<file path="src/rtl/compute_clock_gate_ctrl.sv">
// compute_clock_gate_ctrl
// ---------------------------------------------------------------------------
// Runs in the control-clock domain and drives the active-low compute-clock
// enable for the clock distribution stage. After the MMCM reports lock, a
// host start pulse runs the compute clock for a budget of cycles (0 means
// unlimited). Stall requesters can freeze the compute clock through a
// req/ack handshake, and the block counts compute cycles issued in a run.
//
// Ports:
//   clock              control clock, all logic on the rising edge
//   reset              synchronous, active-high reset
//   locked             MMCM lock (asynchronous, synchronised here)
//   start / stop       single-cycle pulses: begin / abort a run
//   budget             compute cycles per run, sampled on an accepted start
//   stall_req          per-requester freeze request (level)
//   stall_ack          per-requester freeze grant (registered)
//   compute_clock_en_n 0 lets the compute clock toggle
//   running            state is RUN, GATE_WAIT or STALLED
//   done               one-cycle pulse when a run ends by budget or stop
//   lock_lost          sticky: lock dropped outside LOCK_WAIT
//   cycle_count        compute cycles issued in the current/last run
//   stall_cycles       gated cycles of the current/last run
//
// Optional feature macro: CLOCK_GATE_STATS_EN
//   defined   -> stall_cycles counts cycles spent in GATE_WAIT or STALLED
//   undefined -> stall_cycles is tied to 0, no counter is built
// ---------------------------------------------------------------------------
module compute_clock_gate_ctrl #(
    parameter int NUM_REQ      = 4,
    parameter int GATE_LATENCY = 2,
    parameter int SYNC_STAGES  = 2,
    parameter int COUNT_W      = 48
) (
    input  logic               clock,
    input  logic               reset,
    input  logic               locked,
    input  logic               start,
    input  logic               stop,
    input  logic [COUNT_W-1:0] budget,
    input  logic [NUM_REQ-1:0] stall_req,
    output logic [NUM_REQ-1:0] stall_ack,
    output logic               compute_clock_en_n,
    output logic               running,
    output logic               done,
    output logic               lock_lost,
    output logic [COUNT_W-1:0] cycle_count,
    output logic [COUNT_W-1:0] stall_cycles
);

    localparam int GATE_CNT_W = (GATE_LATENCY > 0) ? $clog2(GATE_LATENCY + 1) : 1;

    typedef enum logic [2:0] {
        LOCK_WAIT,
        IDLE,
        RUN,
        GATE_WAIT,
        STALLED
    } state_e;

    state_e                  state_q, state_d;
    logic [SYNC_STAGES-1:0]  locked_sync_q, locked_sync_d;
    logic                    en_n_q, en_n_d;
    logic [NUM_REQ-1:0]      ack_q, ack_d;
    logic                    running_q, running_d;
    logic                    done_q, done_d;
    logic                    lock_lost_q, lock_lost_d;
    logic [COUNT_W-1:0]      cycle_count_q, cycle_count_d;
    logic [COUNT_W-1:0]      budget_q, budget_d;
    logic [GATE_CNT_W-1:0]   gate_cnt_q, gate_cnt_d;

    logic locked_s;
    logic start_accept;
    logic budget_hit;

    assign locked_s     = locked_sync_q[SYNC_STAGES-1];
    assign start_accept = (state_q == IDLE) && locked_s && start;
    // The cycle under test is itself counted, so the run ends when it would
    // make the count equal the budget.
    assign budget_hit   = (budget_q != '0) && !en_n_q &&
                          ((cycle_count_q + COUNT_W'(1)) == budget_q);

    always_comb begin
        locked_sync_d[0] = locked;
        for (int i = 1; i < SYNC_STAGES; i++) begin
            locked_sync_d[i] = locked_sync_q[i-1];
        end
    end

    // NOTE: every signal gets a default before the case so no path leaves a
    // value unassigned; otherwise synthesis infers a latch.
    always_comb begin
        state_d     = state_q;
        en_n_d      = en_n_q;
        ack_d       = ack_q;
        done_d      = 1'b0;
        lock_lost_d = lock_lost_q;
        budget_d    = budget_q;
        gate_cnt_d  = gate_cnt_q;

        case (state_q)
            LOCK_WAIT: begin
                en_n_d = 1'b1;
                ack_d  = '0;
                if (locked_s) begin
                    state_d = IDLE;
                end
            end
            IDLE: begin
                en_n_d = 1'b1;
                ack_d  = '0;
                if (!locked_s) begin
                    state_d     = LOCK_WAIT;
                    lock_lost_d = 1'b1;
                end else if (start) begin
                    budget_d = budget;
                    en_n_d   = 1'b0;
                    state_d  = RUN;
                end
            end
            default: begin
                // Active states share the top of the priority ladder:
                // lock loss, then stop, then per-state events.
                if (!locked_s) begin
                    state_d     = LOCK_WAIT;
                    en_n_d      = 1'b1;
                    ack_d       = '0;
                    lock_lost_d = 1'b1;
                end else if (stop) begin
                    state_d = IDLE;
                    en_n_d  = 1'b1;
                    ack_d   = '0;
                    done_d  = 1'b1;
                end else begin
                    case (state_q)
                        RUN: begin
                            if (budget_hit) begin
                                state_d = IDLE;
                                en_n_d  = 1'b1;
                                done_d  = 1'b1;
                            end else if (|stall_req) begin
                                state_d    = GATE_WAIT;
                                en_n_d     = 1'b1;
                                gate_cnt_d = GATE_CNT_W'(GATE_LATENCY);
                            end
                        end
                        GATE_WAIT: begin
                            // Leave on the edge where the counter would hit 0,
                            // so STALLED begins GATE_LATENCY cycles after en_n rose.
                            if (gate_cnt_q <= GATE_CNT_W'(1)) begin
                                state_d    = STALLED;
                                gate_cnt_d = '0;
                            end else begin
                                gate_cnt_d = gate_cnt_q - GATE_CNT_W'(1);
                            end
                        end
                        STALLED: begin
                            if (stall_req == '0) begin
                                state_d = RUN;
                                en_n_d  = 1'b0;
                                ack_d   = '0;
                            end else begin
                                ack_d = stall_req;
                            end
                        end
                        default: begin
                            state_d = LOCK_WAIT;
                            en_n_d  = 1'b1;
                            ack_d   = '0;
                        end
                    endcase
                end
            end
        endcase

        running_d = (state_d == RUN) || (state_d == GATE_WAIT) || (state_d == STALLED);
    end

    always_comb begin
        cycle_count_d = cycle_count_q;
        if (start_accept) begin
            cycle_count_d = '0;
        end else if (!en_n_q && (cycle_count_q != '1)) begin
            cycle_count_d = cycle_count_q + COUNT_W'(1);
        end
    end

    // NOTE: sequential state uses non-blocking assignments so every flop
    // samples its pre-edge inputs regardless of statement order.
    always_ff @(posedge clock) begin
        if (reset) begin
            state_q       <= LOCK_WAIT;
            locked_sync_q <= '0;
            en_n_q        <= 1'b1;
            ack_q         <= '0;
            running_q     <= 1'b0;
            done_q        <= 1'b0;
            lock_lost_q   <= 1'b0;
            cycle_count_q <= '0;
            budget_q      <= '0;
            gate_cnt_q    <= '0;
        end else begin
            state_q       <= state_d;
            locked_sync_q <= locked_sync_d;
            en_n_q        <= en_n_d;
            ack_q         <= ack_d;
            running_q     <= running_d;
            done_q        <= done_d;
            lock_lost_q   <= lock_lost_d;
            cycle_count_q <= cycle_count_d;
            budget_q      <= budget_d;
            gate_cnt_q    <= gate_cnt_d;
        end
    end

`ifdef CLOCK_GATE_STATS_EN
    logic [COUNT_W-1:0] stall_cycles_q, stall_cycles_d;

    always_comb begin
        stall_cycles_d = stall_cycles_q;
        if (start_accept) begin
            stall_cycles_d = '0;
        end else if (((state_q == GATE_WAIT) || (state_q == STALLED)) &&
                     (stall_cycles_q != '1)) begin
            stall_cycles_d = stall_cycles_q + COUNT_W'(1);
        end
    end

    always_ff @(posedge clock) begin
        if (reset) begin
            stall_cycles_q <= '0;
        end else begin
            stall_cycles_q <= stall_cycles_d;
        end
    end

    assign stall_cycles = stall_cycles_q;
`else
    assign stall_cycles = '0;
`endif

    assign stall_ack          = ack_q;
    assign compute_clock_en_n = en_n_q;
    assign running            = running_q;
    assign done               = done_q;
    assign lock_lost          = lock_lost_q;
    assign cycle_count        = cycle_count_q;

endmodule

</file>
<file path="config.mk">
export PLATFORM = sky130hd
export DESIGN_NAME = compute_clock_gate_ctrl
export DESIGN_NICKNAME = d
export VERILOG_FILES = /design/src/rtl/compute_clock_gate_ctrl.sv
export SDC_FILE = /design/constraint.sdc
export NUM_CORES = 1
export LEC_CHECK = 0
export BUFFER_PORTS_ARGS = -buffer_cell sky130_fd_sc_hd__buf_2
export CAP_MARGIN = 40
export CORE_MARGIN = 1.5
export CORE_UTILIZATION = 50
export CTS_BUF_LIST = sky130_fd_sc_hd__clkbuf_16
export DETAILED_ROUTE_END_ITERATION = 8
export PLACE_DENSITY_LB_ADDON = 0.05
export SYNTH_ARGS = -nofsm -noshare
export SYNTH_HDL_FRONTEND = slang
export SYNTH_SLANG_ARGS = --single-unit
</file>
<file path="constraint.sdc">
create_clock -name clock -period 7.8 [get_ports clock]
set_input_delay 0 -clock clock [delete_from_list [all_inputs] [get_ports clock]]
set_output_delay 0 -clock clock [all_outputs]
set_load 0.02 [all_outputs]
</file>
# Word-level counts from Yosys, hierarchy flattened
# Cells that the tools add are included.
[word_totals] ff_bits=111 input_bits=57 out_inout_bits=104 wordCells=82
[op_classes] addsub=2 magnitude_cmp=1 eq_ne=14 n_mux=29 bitwise_logic=4 reduce_logical=22
[ops] op="$add A48 B1 Y48 const B" count=1
[ops] op="$eq A48 B48 Y1" count=1
[ops] op="$ne A48 B48 Y1 const B" count=1
[ops] op="$reduce_bool A48 Y1" count=1
[ops] op="$mux W3" count=9
[ops] op="$eq A3 B2 Y1 const B" count=4
[ops] op="$mux W1" count=10
[ops] op="$pmux W3 S3" count=1
[ops] op="$pmux W4 S2" count=1
[ops] op="$reduce_or A4 Y1" count=2
[ops] op="$ne A7 B7 Y1 const B" count=1
[ops] op="$eq A3 B3 Y1 const B" count=2
[ops] op="$mux W2" count=3
[ops] op="$ne A6 B5 Y1 const B" count=1
[ops] op="$pmux W3 S2" count=1
[ops] op="$reduce_and A3 Y1" count=2
[ops] op="$reduce_and A6 Y1" count=1
[ops] op="$reduce_or A2 Y1" count=3
[ops] op="$logic_and A1 B1 Y1" count=5
[ops] op="$ne A5 B5 Y1 const B" count=1
[ops] op="$reduce_or A5 Y1" count=1
[ops] op="$logic_not A4 Y1" count=1
[ops] op="$mux W4" count=1
[ops] op="$ne A2 B2 Y1 const B" count=2
[ops] op="other kinds (12)" count=16

# Depth between registers and ports, before layout
# Gate-level depths: netlist of the first run.
[depth] word_depth=11 ltp_mapped=11 depth_no_buf=10

# Worst setup path before layout of the first run
# Ideal clock, no wire load.
[synth_path] path_kind="flip-flop to flip-flop" startpoint="register cycle_count_q[0] (netlist: cycle_count[0])" endpoint="register en_n_q (netlist: compute_clock_en_n)" setup_ps=72 arrival_time_ps=3329 required_ps=7728 setup_slack_ps=4399 stages_incl_launch_ff=11 path_buffers=0 period_less_slack_ps=3401 path_cell_list="dfxtp_1 > ha_1 > nand3_2 > nor3_4 > nand3_1 > xnor2_1 > or4_1 > or4_1 > or4_4 > a31oi_4 > mux2i_1"
[synth_between] elab_chain_cells=8 word_cells_on_any_way=10 classes_between="1 x add/sub; 2 x eq/ne; 5 x mux; 2 x reduce/logical"
[synth_rtl] item="start: declaration" line_no="67" source="logic [COUNT_W-1:0] cycle_count_q, cycle_count_d;"
[synth_rtl] item="start signal: assignment" line_no="209" source="cycle_count_q <= cycle_count_d;"
[synth_rtl] item="$add A48 B1 Y48 (*)" line_no="80" source="((cycle_count_q + COUNT_W'(1)) == budget_q);"
[synth_rtl] item="$eq A48 B48 Y1 (*)" line_no="80"
[synth_rtl] item="$logic_and A1 B1 Y1 (*)" line_no="79" source="assign budget_hit = (budget_q != '0) && !en_n_q &&"
[synth_rtl] item="$mux W1" line_no="136" source="if (budget_hit) begin"
[synth_rtl] item="$pmux W1 S3" line_no="134" source="case (state_q)"
[synth_rtl] item="$mux W1" line_no="128" source="end else if (stop) begin"
[synth_rtl] item="$mux W1" line_no="123" source="if (!locked_s) begin"
[synth_rtl] item="$pmux W1 S2" line_no="100" source="case (state_q)"
[synth_rtl] item="end signal: assignment" line_no="204" source="en_n_q <= en_n_d;"
[synth_rtl] item="end: declaration" line_no="62" source="logic en_n_q, en_n_d;"
# Every way passes the cells marked *; elsewhere a longest branch is shown, timed or not.
# A chain may end at the register's enable or synchronous reset.

# Worst setup path in the final report of the first run
[layout_path] startpoint="register cycle_count_q[9] (netlist: cycle_count[9])" endpoint="register en_n_q (netlist: compute_clock_en_n)"
# Same word-level chain as after synthesis.

==> qor.csv, run 1 <==
stage,metric,value,unit
drt,viasPerCell,5.421,
setup_path,ff2ff_path_depth,9,
logic_synthesis,yosys-top-cells-area,"dfxtp_1, nand2_1, xnor2_1",
sta,worst_slew_pin_slew,0.8560,ns
setup_path,timing.critical_path.from_type,register,
setup_path,worst-path-buf-inv,0,
cells_and_area,antenna-diode-count,0,
clocking,tritoncts,done,
floorplan,die-height,118.6,um
grt,grt_most_used_layer,met2,
grt,m2_gr_usage,47.97,%
setup_path,critical_path_arrival,3.97,ns
grt,grt_usage,28.61,%
cells_and_area,postLayoutCoreUtil,60.88,%
clocking,clock-root-buffer,clkbuf_16,
setup_path,max_stage_delay,0.68,ns
hold_path,hold_path_class,input port to register,
cells_and_area,multiInputGateArea,4064,um2
grt,maximum_number_of_pins_on_one_net_before_global_route_repair,61,
grt,number_of_global_route_vias_before_repair,6062,
grt,grt_pass1_wl,31820,um
floorplan,floorplan.initialDensity,50.82,%
setup_path,worstReg2RegEnd,compute_clock_en_n$_SDFFE_PP1P_,
clocking,clock_tree.buffer_depth,2,
setup_path,worst_path_most_repeated_cell,nor4_1,
drt,drt_drc_violations_left,0,
setup_path,crit-reg2reg-launch,cycle_count[9]$_SDFFE_PP0P_,
power_and_ir_drop,p_sw,0.2798,mW
cells_and_area,fillerInstances,1258,
placement,gp_routability_congestion,0.9626,
clocking,ctsResizeCount,0,
logic_synthesis,yosys.area.top_type,dfxtp_1,
sta,max_freq,272.4,MHz
clocking,post_cts_buffers,0,
sta,fin_worst_skew,0.006979,ns
logic_synthesis,yosysSeqAreaShare,33.28,%
clocking,tritoncts_num_sinks,111,
clocking,cts.reportedPaths.clkPinSlew,0.08,ns
drt,via_count,6478,
setup_path,timing.critical_path.cells,nand4_1 > nor3_1 > nand3_1 > nor4_1 > xnor2_1 > nor4_1 > o221ai_1 > a31oi_4 > mux2i_1,
power_and_ir_drop,netSwitchingFraction,23.93,%
setup_path,highest_fanout_seen_on_the_critical_path,13,
power_and_ir_drop,static-leakage-power,3.110,nW
grt,met3_usage,3.475,%
sta,fin_worst_hold_slack,0.05820,ns
sta,finalWorstPathRequiredPeriod,3.671,ns
logic_synthesis,syn_area_per_cell,7.613,um2
setup_path,crit_family,simple AND/OR/NAND/NOR gates,
floorplan,placement_rows,42,
grt,grt_overflow,0,
power_and_ir_drop,worst_ir_drop_vdd,0.0001226,V
drt,detail_route.wl_per_cell,16.89,um
logic_synthesis,ys_warn_count,0,
floorplan,die_x,118.6,um
cells_and_area,fin_nets,1072,
logic_synthesis,postSynth.asyncResetShare,0,%
logic_synthesis,syn-instance-count,877,
grt,antenna_violations_before_repair,0,
floorplan,top_level_ports,161,
placement,detailedPlacementHpwl,14910,um
drt,drtAntennaViolNets,0,
sta,grt_setup_unrepaired,false,
power_and_ir_drop,portion_of_total_power_attributed_to_the_clock_network,44.8,%
run_status,outcome,finished clean,
logic_synthesis,synthesis.area,6676,um2
drt,routed_wirelength,20180,um
floorplan,core,13140,um2
sta,report.final.setup_viol,0,
floorplan,dieArea,14060,um2
clocking,clock_insertion_delay_worst_skew,0.37,ns
sta,final_max_slew_viol_count,0,
sta,relSlewSlack,42.41,%
setup_path,rrSetupSlack,4.13,ns
sta,period_share,47.06,%
placement,portBuffers,112,
power_and_ir_drop,total_power,1.169,mW
logic_synthesis,post_synth_num_cell_types,60,
drt,drt_first_pass_iters,5,
logic_synthesis,synth-seq-cells,111,
logic_synthesis,synth.top_cell.area_share,33.28,%
grt,globalRouteMet1Util,38.20,%
clocking,tritoncts.num_buffers,9,
sta,worst_slack,4.129,ns
setup_path,crit_path_start,cycle_count[9]$_SDFFE_PP0P_,
power_and_ir_drop,pwr_density_cell,146.2,nW/um2
logic_synthesis,synth_edf_count,0,
clocking,htree_num_levels,3,
cells_and_area,post_route_cells_drive_above_1_share,14.92,%
power_and_ir_drop,comb_power_share,6.6,%
setup_path,cp.depth,9,
power_and_ir_drop,cellInternalPower,0.8892,mW
run,drv_cap,0,
logic_synthesis,most_common_flop_cell_mapped_by_yosys,dfxtp_1,
placement,worst_slack_at_placement,4.173,ns
setup_path,end_kind,register,
power_and_ir_drop,seq_power_share,48.7,%
sta,totalNegativeSetupSlack,0,ns
setup_path,criticalPathCategory,register to register,
cells_and_area,synthToLayoutAreaGrowth,19.79,%
sta,hold_viol,0,
setup_path,critPathRequiredTime,8.10,ns
drt,drt_first_iter_violations,470,
setup_path,critical-path-slowest-cell,nor4_1,
cells_and_area,register_area,2222,um2
setup_path,worst_setup_path_endpoint,compute_clock_en_n$_SDFFE_PP1P_,
## worst min path at each step
stage                start                              end  depth (start not counted)
floorplan             stop                  done$_SDFF_PP0_                          1
global placement    locked      locked_sync_q[0]$_SDFF_PP0_                          2
detailed placement  locked      locked_sync_q[0]$_SDFF_PP0_                          2
CTS                  start  compute_clock_en_n$_SDFFE_PP1P_                          4
global route         start  compute_clock_en_n$_SDFFE_PP1P_                          4
finish               start  compute_clock_en_n$_SDFFE_PP1P_                          4
## logic make-up after synthesis
family / after synthesis / share of synthesized area (%)
muxes: 5 / 0.7684
and+or+nand+nor: 425 / 31.88
adders and majority gates: 1 / 0.1874
other: 1 / 0.05617
xor gates and xnor gates: 104 / 13.64
AOI/OAI and AO/OA: 134 / 11.69
DFF: 111 / 33.28
buffers and inverters: 96 / 8.489
## Yosys cell counts (9+ instances only)
master	count
o21ai_0	24
or3_1	15
xnor2_1	59
and3_1	9
nand3_1	24
nor3_1	24
clkbuf_1	31
nand2b_1	12
xor2_1	45
a21oi_1	74
buf_4	50
nor2b_1	10
dfxtp_1	111
and4_1	9
nor4_1	19
nor2_1	81
nand2_1	147
nand4_1	36
## cell type report
cell class / instances / share of cell area (%)
Multi-Input combinational cell: 717 / 50.81
Sequential cell: 111 / 27.78
Timing Repair Buffer: 172 / 14.33
Clock buffer: 9 / 2.816
Tap cell: 176 / 2.753
Clock inverter: 7 / 1.361
Inverter: 3 / 0.1408
## metrics by stage
step	area [um2]	cells
6_report	7998	1195
5_1_grt	7998	1195
4_1_cts	7998	1195
3_5_place_dp	7123	1125
3_3_place_gp	7123	1125
2_1_floorplan	6853	924
## metal layers
metal | routed length (um) | vias to the layer above
li1 | - | 3213
met1 | 9220 | 3017
met2 | 9526 | 221
met3 | 1050 | 27
met4 | 384 | 0
met5 | 0 | -
## repair_timing
action                                 4_1_cts  5_1_grt
endpoints found under the hold margin       55        0
setup endpoints to repair                    0        0
hold buffers                                54        0
## placed cells by master, fill, tap and decap left out, types with 3 or more instances in the layout
master and instances:
xnor2_1 59, a31o_2 3, buf_2 112, buf_4 6
and2_1 8, inv_1 3, a22oi_1 6, mux2i_1 4
nand3b_1 5, nor2b_1 10, dlygate4sd3_1 54, nand4_1 36
nand2b_1 12, or3_1 15, nor3_1 24, a31oi_1 5
or4_1 7, nor3b_1 3, and4_1 9, or2_2 4
nand2_1 147, conb_1 48, clkbuf_16 9, o31ai_1 3
o21ai_0 24, dfxtp_1 111, xor2_1 45, nor2_1 81
and3_1 9, a21oi_1 74, nand3_1 24, nor4_1 19
## power by group through the flow
stage | clock network (mW) | logic [mW] | registers, mW
final | 0.524 | 0.0766 | 0.569
after global routing | 0.552 | 0.0824 | 0.569
after CTS | 0.531 | 0.0750 | 0.569
after detailed placement | 0 | 0.0544 | 0.582
after global placement | 0 | 0.0537 | 0.582
after floorplan | 0 | 0.0533 | 0.582
## sequential cells by signal, indices dropped and copies added (netlist names)
signal,flops
budget_q,48
cycle_count,48
stall_ack,4
state_q,3
gate_cnt_q,2
locked_sync_q,2
compute_clock_en_n,1
done,1
lock_lost,1
running,1
## worst register-to-register path, delay by kind of cell, from the launching register on
family,cells,cell delay (ns)
DFF,1,0.58
xor gates and xnor gates,1,0.12
and+or+nand+nor,5,2.22
muxes,1,0.19
AOI/OAI and AO/OA,2,0.51
Power figures use the tool's default switching activity.
==> run 2: changes to the inputs <==
--- a/config.mk
+++ b/config.mk
@@ -8,7 +8,7 @@
 export BUFFER_PORTS_ARGS = -buffer_cell sky130_fd_sc_hd__buf_2
 export CAP_MARGIN = 40
 export CORE_MARGIN = 1.5
-export CORE_UTILIZATION = 50
+export CORE_UTILIZATION = 49
 export CTS_BUF_LIST = sky130_fd_sc_hd__clkbuf_16
 export DETAILED_ROUTE_END_ITERATION = 8
 export PLACE_DENSITY_LB_ADDON = 0.05
==> constraint.sdc (replaced) <==
create_clock -name clock -period 3.2 [get_ports clock]
set_input_delay 0 -clock clock [delete_from_list [all_inputs] [get_ports clock]]
set_output_delay 0 -clock clock [all_outputs]
set_load 0.02 [all_outputs]
==> run 2 against run 1 <==
Net effect: fmax increased by 15%; critical path depth increased by 2; register-to-register slack got worse by 4.1 ns; non-clock buffer count increased by 94; largest power group unchanged; sequential share of layout area decreased by 2.6 points; worst hold slack got worse by 0.051 ns; routed wire length increased by 9.6%.
==> qor.csv, run 2 (synthesis gave the netlist of run 1 again) <==
stage,metric,value,unit
drt,drt_first_pass_iters,6,
grt,grt_most_used_layer,met2,
clocking,cts.reportedPaths.clkPinSlew,0.08,ns
grt,grt_pass1_wl,34600,um
floorplan,die-height,119.7,um
clocking,clock_tree.buffer_depth,2,
floorplan,top_level_ports,161,
placement,placed_area,7765,um2
hold_path,holdPathStages,2,
drt,drt_drc_violations_left,0,
run_status,outcome,finished clean,
floorplan,die_x,119.7,um
run,drv_cap,0,
hold_path,hold_end,lock_lost$_SDFFE_PP0P_,
cells_and_area,post_route_cells_drive_above_1_share,26.42,%
placement,worst_slack_at_placement,-0.1234,ns
setup_path,critical_path_arrival,3.48,ns
cells_and_area,fin_nets,1166,
drt,routed_wirelength,22110,um
drt,viasPerCell,5.472,
power_and_ir_drop,pwr_density_cell,297.5,nW/um2
clocking,clock_insertion_delay_worst_skew,0.36,ns
setup_path,crit_path_start,cycle_count[10]$_SDFFE_PP0P_,
cells_and_area,final_common_cell,nand2_1,
sta,grt_setup_unrepaired,true,
floorplan,dieArea,14330,um2
drt,via_count,7053,
clocking,tritoncts_num_sinks,111,
floorplan,floorplan.initialDensity,50.22,%
placement,detailedPlacementHpwl,16210,um
floorplan,placement_rows,42,
grt,m2_gr_usage,52.05,%
grt,maximum_number_of_pins_on_one_net_before_global_route_repair,45,
hold_path,holdCritStartpoint,reset,
grt,grt_overflow,0,
grt,met3_usage,5.798,%
power_and_ir_drop,static-leakage-power,3.692,nW
setup_path,critPathRequiredTime,3.50,ns
drt,detail_route.wl_per_cell,17.15,um
grt,grt_usage,30.58,%
clocking,tritoncts,done,
sta,final_max_slew_viol_count,0,
floorplan,core,13300,um2
sta,report.final.setup_viol,0,
setup_path,ff2ff_path_depth,11,
sta,period_share,99.53,%
cells_and_area,mostFrequentLayoutCells,"nand2_1, buf_2, buf_4",
clocking,clock-root-buffer,clkbuf_16,
sta,max_freq,314.0,MHz
placement,portBuffers,112,
grt,number_of_global_route_vias_before_repair,6666,
clocking,tritoncts.num_buffers,9,
placement,gp_routability_congestion,0.9488,
cells_and_area,antenna-diode-count,0,
setup_path,worstReg2RegEnd,compute_clock_en_n$_SDFFE_PP1P_,
sta,finalWorstPathRequiredPeriod,3.185,ns
setup_path,timing.critical_path.from_type,register,
power_and_ir_drop,worst_ir_drop_vdd,0.0003299,V
setup_path,criticalPathCategory,register to register,
cells_and_area,synthToLayoutAreaGrowth,33.88,%
grt,antenna_violations_before_repair,0,
drt,drt_first_iter_violations,592,
drt,drtAntennaViolNets,0,
setup_path,crit-reg2reg-launch,cycle_count[10]$_SDFFE_PP0P_,
sta,hold_viol,0,
sta,worst_slew_pin_slew,0.6931,ns
grt,globalRouteMet1Util,40.08,%
hold_path,hold_path_class,input port to register,
cells_and_area,postLayoutCoreUtil,67.23,%
sta,worst_slack,0.01515,ns
setup_path,end_kind,register,
setup_path,rrSetupSlack,0.02,ns
sta,relSlewSlack,53.62,%
sta,fin_worst_skew,0.008524,ns
cells_and_area,layout.cell_area.non_filler,8939,um2
setup_path,highest_fanout_seen_on_the_critical_path,7,
clocking,htree_num_levels,3,
==> run 2: metal layers <==
metal	wire (um)	vias up
li1	-	3389
met1	9537	3354
met2	10710	284
met3	1548	26
met4	309	0
met5	0	-
==> run 2: final cells by class <==
type | count | area [um2]
Sequential cell | 111 | 2255
Fill cell | 1202 | 4357
Clock buffer | 9 | 225.2
Multi-Input combinational cell | 717 | 4295
Clock inverter | 7 | 56.30
Inverter | 3 | 11.26
Timing Repair Buffer | 266 | 1876
Tap cell | 176 | 220.2
==> run 2: worst max path at each step <==
stage / end / cells past startpoint
after floorplan: compute_clock_en_n$_SDFFE_PP1P_ / 9
after global placement: compute_clock_en_n$_SDFFE_PP1P_ / 9
after detailed placement: compute_clock_en_n$_SDFFE_PP1P_ / 9
after CTS: running$_SDFF_PP0_ / 10
after global routing: compute_clock_en_n$_SDFFE_PP1P_ / 11
final: compute_clock_en_n$_SDFFE_PP1P_ / 11
==> run 2: critical path: stages (launching register included) <==
cell and delay [ns]:
dfxtp_4 0.38, nand4_1 0.16, buf_4 0.19, nor4_4 0.31
buf_6 0.18, nand2_4 0.06, xnor2_2 0.21, nand3_1 0.12
or4_4 0.52, or4_4 0.59, a31oi_4 0.21, mux2i_1 0.19
==> run 2: stage by stage <==
stage / instances / hold slack [ns] / TNS, ns / total power, mW
global placement: 1205 / 0.2190 / -0.006014 / 1.551
detailed placement: 1205 / 0.2255 / -0.3036 / 1.552
CTS: 1275 / 0.002149 / 0 / 2.668
floorplan: 924 / 0.1240 / 0 / 1.547
finish: 1289 / 0.006855 / 0 / 2.660
global route: 1289 / 0.02791 / -0.1582 / 2.744
==> run 2: repair_timing <==
item                                   in CTS  in global routing
setup endpoints to repair                   5                  6
hold buffers                               54                  0
cloned                                      0                  0
endpoints found under the hold margin      54                  0
gates resized for setup                     3                 57
setup buffers                               0                 14
pin swaps                                   2                 26
==> run 2: report_power, final <==
| group | switching [mW] | internal, mW | total (mW) | leakage [nW] |
|---|---|---|---|---|
| sequential | 0.00355 | 1.38 | 1.38 | 0.904 |
| clock | 0.550 | 0.537 | 1.09 | 0.132 |
| combinational | 0.109 | 0.0814 | 0.190 | 2.66 |
==> run 3: changes to the inputs <==
--- a/config.mk
+++ b/config.mk
@@ -11,6 +11,7 @@
 export CORE_UTILIZATION = 49
 export CTS_BUF_LIST = sky130_fd_sc_hd__clkbuf_16
 export DETAILED_ROUTE_END_ITERATION = 8
+export HOLD_SLACK_MARGIN = 0.06
 export PLACE_DENSITY_LB_ADDON = 0.05
 export SYNTH_ARGS = -nofsm -noshare
 export SYNTH_HDL_FRONTEND = slang
==> run 3 against run 2 <==
Net effect: combinational power barely moved; highest routed layer unchanged; via count grew 0.47%; die area did not move.
==> qor.csv, run 3 (synthesis gave the netlist of run 1 again) <==
stage,metric,value,unit
setup_path,timing.critical_path.cells,nand4_1 > buf_4 > nor4_4 > buf_6 > nand2_4 > xnor2_2 > nand3_1 > or4_4 > or4_4 > a31oi_4 > mux2i_1,
drt,via_count,7086,
sta,relSlewSlack,53.80,%
sta,max_freq,314.7,MHz
setup_path,cp.depth,11,
cells_and_area,mostFrequentLayoutCells,"nand2_1, buf_2, buf_4",
sta,worst_slack,0.02200,ns
clocking,clock_insertion_delay_worst_skew,0.36,ns
floorplan,die-height,119.7,um
grt,grt_usage,30.75,%
drt,drtAntennaViolNets,0,
sta,grt_setup_unrepaired,true,
sta,worst_slew_pin_slew,0.6905,ns
sta,report.final.setup_viol,0,
drt,detail_route.wl_per_cell,17.11,um
hold_path,holdPathStages,4,
placement,worst_slack_at_placement,-0.1234,ns
floorplan,die_x,119.7,um
placement,detailedPlacementHpwl,16210,um
setup_path,worstReg2RegEnd,compute_clock_en_n$_SDFFE_PP1P_,
setup_path,critPathRequiredTime,3.50,ns
power_and_ir_drop,netSwitchingFraction,24.80,%
floorplan,top_level_ports,161,
drt,drt_first_pass_iters,7,
hold_path,hold_end,compute_clock_en_n$_SDFFE_PP1P_,
setup_path,worst-path-buf-inv,2,
cells_and_area,synthToLayoutAreaGrowth,35.08,%
drt,drt_first_iter_violations,563,
drt,viasPerCell,5.463,
clocking,htree_num_levels,3,
sta,fin_worst_skew,0.007955,ns
power_and_ir_drop,portion_of_total_power_attributed_to_the_clock_network,40.8,%
setup_path,max_stage_delay,0.59,ns
sta,final_max_slew_viol_count,0,
grt,antenna_violations_before_repair,0,
drt,drt_drc_violations_left,0,
run_status,outcome,finished clean,
setup_path,rrSetupSlack,0.02,ns
setup_path,ff2ff_path_depth,11,
setup_path,crit-reg2reg-launch,cycle_count[10]$_SDFFE_PP0P_,
setup_path,criticalPathCategory,register to register,
floorplan,dieArea,14330,um2
clocking,tritoncts,done,
setup_path,critical_path_arrival,3.47,ns
cells_and_area,fin_nets,1174,
cells_and_area,post_route_cells_drive_above_1_share,26.23,%
setup_path,worst_path_most_repeated_cell,or4_4,
cells_and_area,final_common_cell,nand2_1,
placement,gp_routability_congestion,0.9488,
drt,routed_wirelength,22190,um
cells_and_area,layoutNonFillerInstCount,1297,
sta,period_share,99.31,%
sta,finalWorstPathRequiredPeriod,3.178,ns
grt,number_of_global_route_vias_before_repair,6747,
grt,grt_pass1_wl,34800,um
grt,grt_overflow,0,
power_and_ir_drop,comb_power_share,7.2,%
power_and_ir_drop,p_sw,0.6588,mW
setup_path,end_kind,register,
sta,totalNegativeSetupSlack,0,ns
clocking,tritoncts.num_buffers,9,
power_and_ir_drop,pwr_density_cell,294.6,nW/um2
placement,dpl.cell_count,1205,
power_and_ir_drop,cellInternalPower,1.998,mW
setup_path,timing.critical_path.from_type,register,
power_and_ir_drop,static-leakage-power,3.745,nW
clocking,tritoncts_num_sinks,111,
setup_path,critical-path-slowest-cell,or4_4,
grt,maximum_number_of_pins_on_one_net_before_global_route_repair,45,
floorplan,placement_rows,42,
power_and_ir_drop,worst_ir_drop_vdd,0.0003240,V
power_and_ir_drop,seq_power_share,52.0,%
clocking,clock-root-buffer,clkbuf_16,
floorplan,floorplan.initialDensity,50.22,%
hold_path,hold_path_class,input port to register,
clocking,clock_tree.buffer_depth,2,
run,drv_cap,0,
cells_and_area,antenna-diode-count,0,
hold_path,holdCritStartpoint,start,
setup_path,highest_fanout_seen_on_the_critical_path,7,
clocking,cts.reportedPaths.clkPinSlew,0.08,ns
setup_path,crit_family,simple AND/OR/NAND/NOR gates,
floorplan,core,13300,um2
placement,portBuffers,112,
sta,hold_viol,0,
## run 3: cell types whose count changed in the layout (fill, tap and decap cells not counted), sizes merged
cell / before / now
dlygate4sd3: 54 / 62
## run 3: how the worst max path moves through the flow
stage,startpoint,endpoint
6_report,cycle_count[10]$_SDFFE_PP0P_,compute_clock_en_n$_SDFFE_PP1P_
4_1_cts,cycle_count[0]$_SDFFE_PP0P_,running$_SDFF_PP0_
2_1_floorplan,cycle_count[7]$_SDFFE_PP0P_,compute_clock_en_n$_SDFFE_PP1P_
3_3_place_gp,cycle_count[23]$_SDFFE_PP0P_,compute_clock_en_n$_SDFFE_PP1P_
5_1_grt,cycle_count[10]$_SDFFE_PP0P_,compute_clock_en_n$_SDFFE_PP1P_
3_5_place_dp,cycle_count[21]$_SDFFE_PP0P_,compute_clock_en_n$_SDFFE_PP1P_
## run 3: per-layer routing
metal	vias up	track usage, %	share of wire (%)
met5	-	0	0
met4	0	7.366	1.3
met3	28	5.941	6.5
met2	274	52.41	48
met1	3376	40.20	44
li1	3408	-	-
## run 3: layout make-up
type                            instances  area, um2
Clock inverter                          7      56.30
Fill cell                            1192       4277
Tap cell                              176      220.2
Clock buffer                            9      225.2
Inverter                                3      11.26
Multi-Input combinational cell        717       4295
Timing Repair Buffer                  274       1956
Sequential cell                       111       2255
## run 3: what timing repair did
action / CTS / global route
endpoints found under the hold margin: 59 / 0
hold buffers: 62 / 0
gates resized for setup: 3 / 57
pin swaps: 2 / 26
setup buffers: 0 / 14
setup endpoints to repair: 5 / 6
## run 3: through the flow
stage / total power [mW] / hold slack (ns) / instance area (um2) / util [%]
final: 2.657 / 0.07254 / 9019 / 67.83
after global routing: 2.744 / 0.1295 / 9019 / 67.83
after CTS: 2.669 / 0.06733 / 8680 / 65.28
after detailed placement: 1.552 / 0.2255 / 7765 / 58.40
after global placement: 1.551 / 0.2190 / 7765 / 58.40
after floorplan: 1.547 / 0.1240 / 6884 / -
## run 3: worst min-delay path, delay by kind of cell
family                 cells  cell delay (ns)
multiplexers               1             0.12
buffers and inverters      1             0.09
AND/OR/NAND/NOR            1             0.09
AO/OA/AOI/OAI              1             0.09
## run 3: power by group through the flow
stage	Clock, mW	Sequential, mW	Combinational, mW
finish	1.08	1.38	0.191
global route	1.15	1.38	0.207
CTS	1.10	1.38	0.186
detailed placement	0	1.42	0.134
global placement	0	1.42	0.133
floorplan	0	1.42	0.130
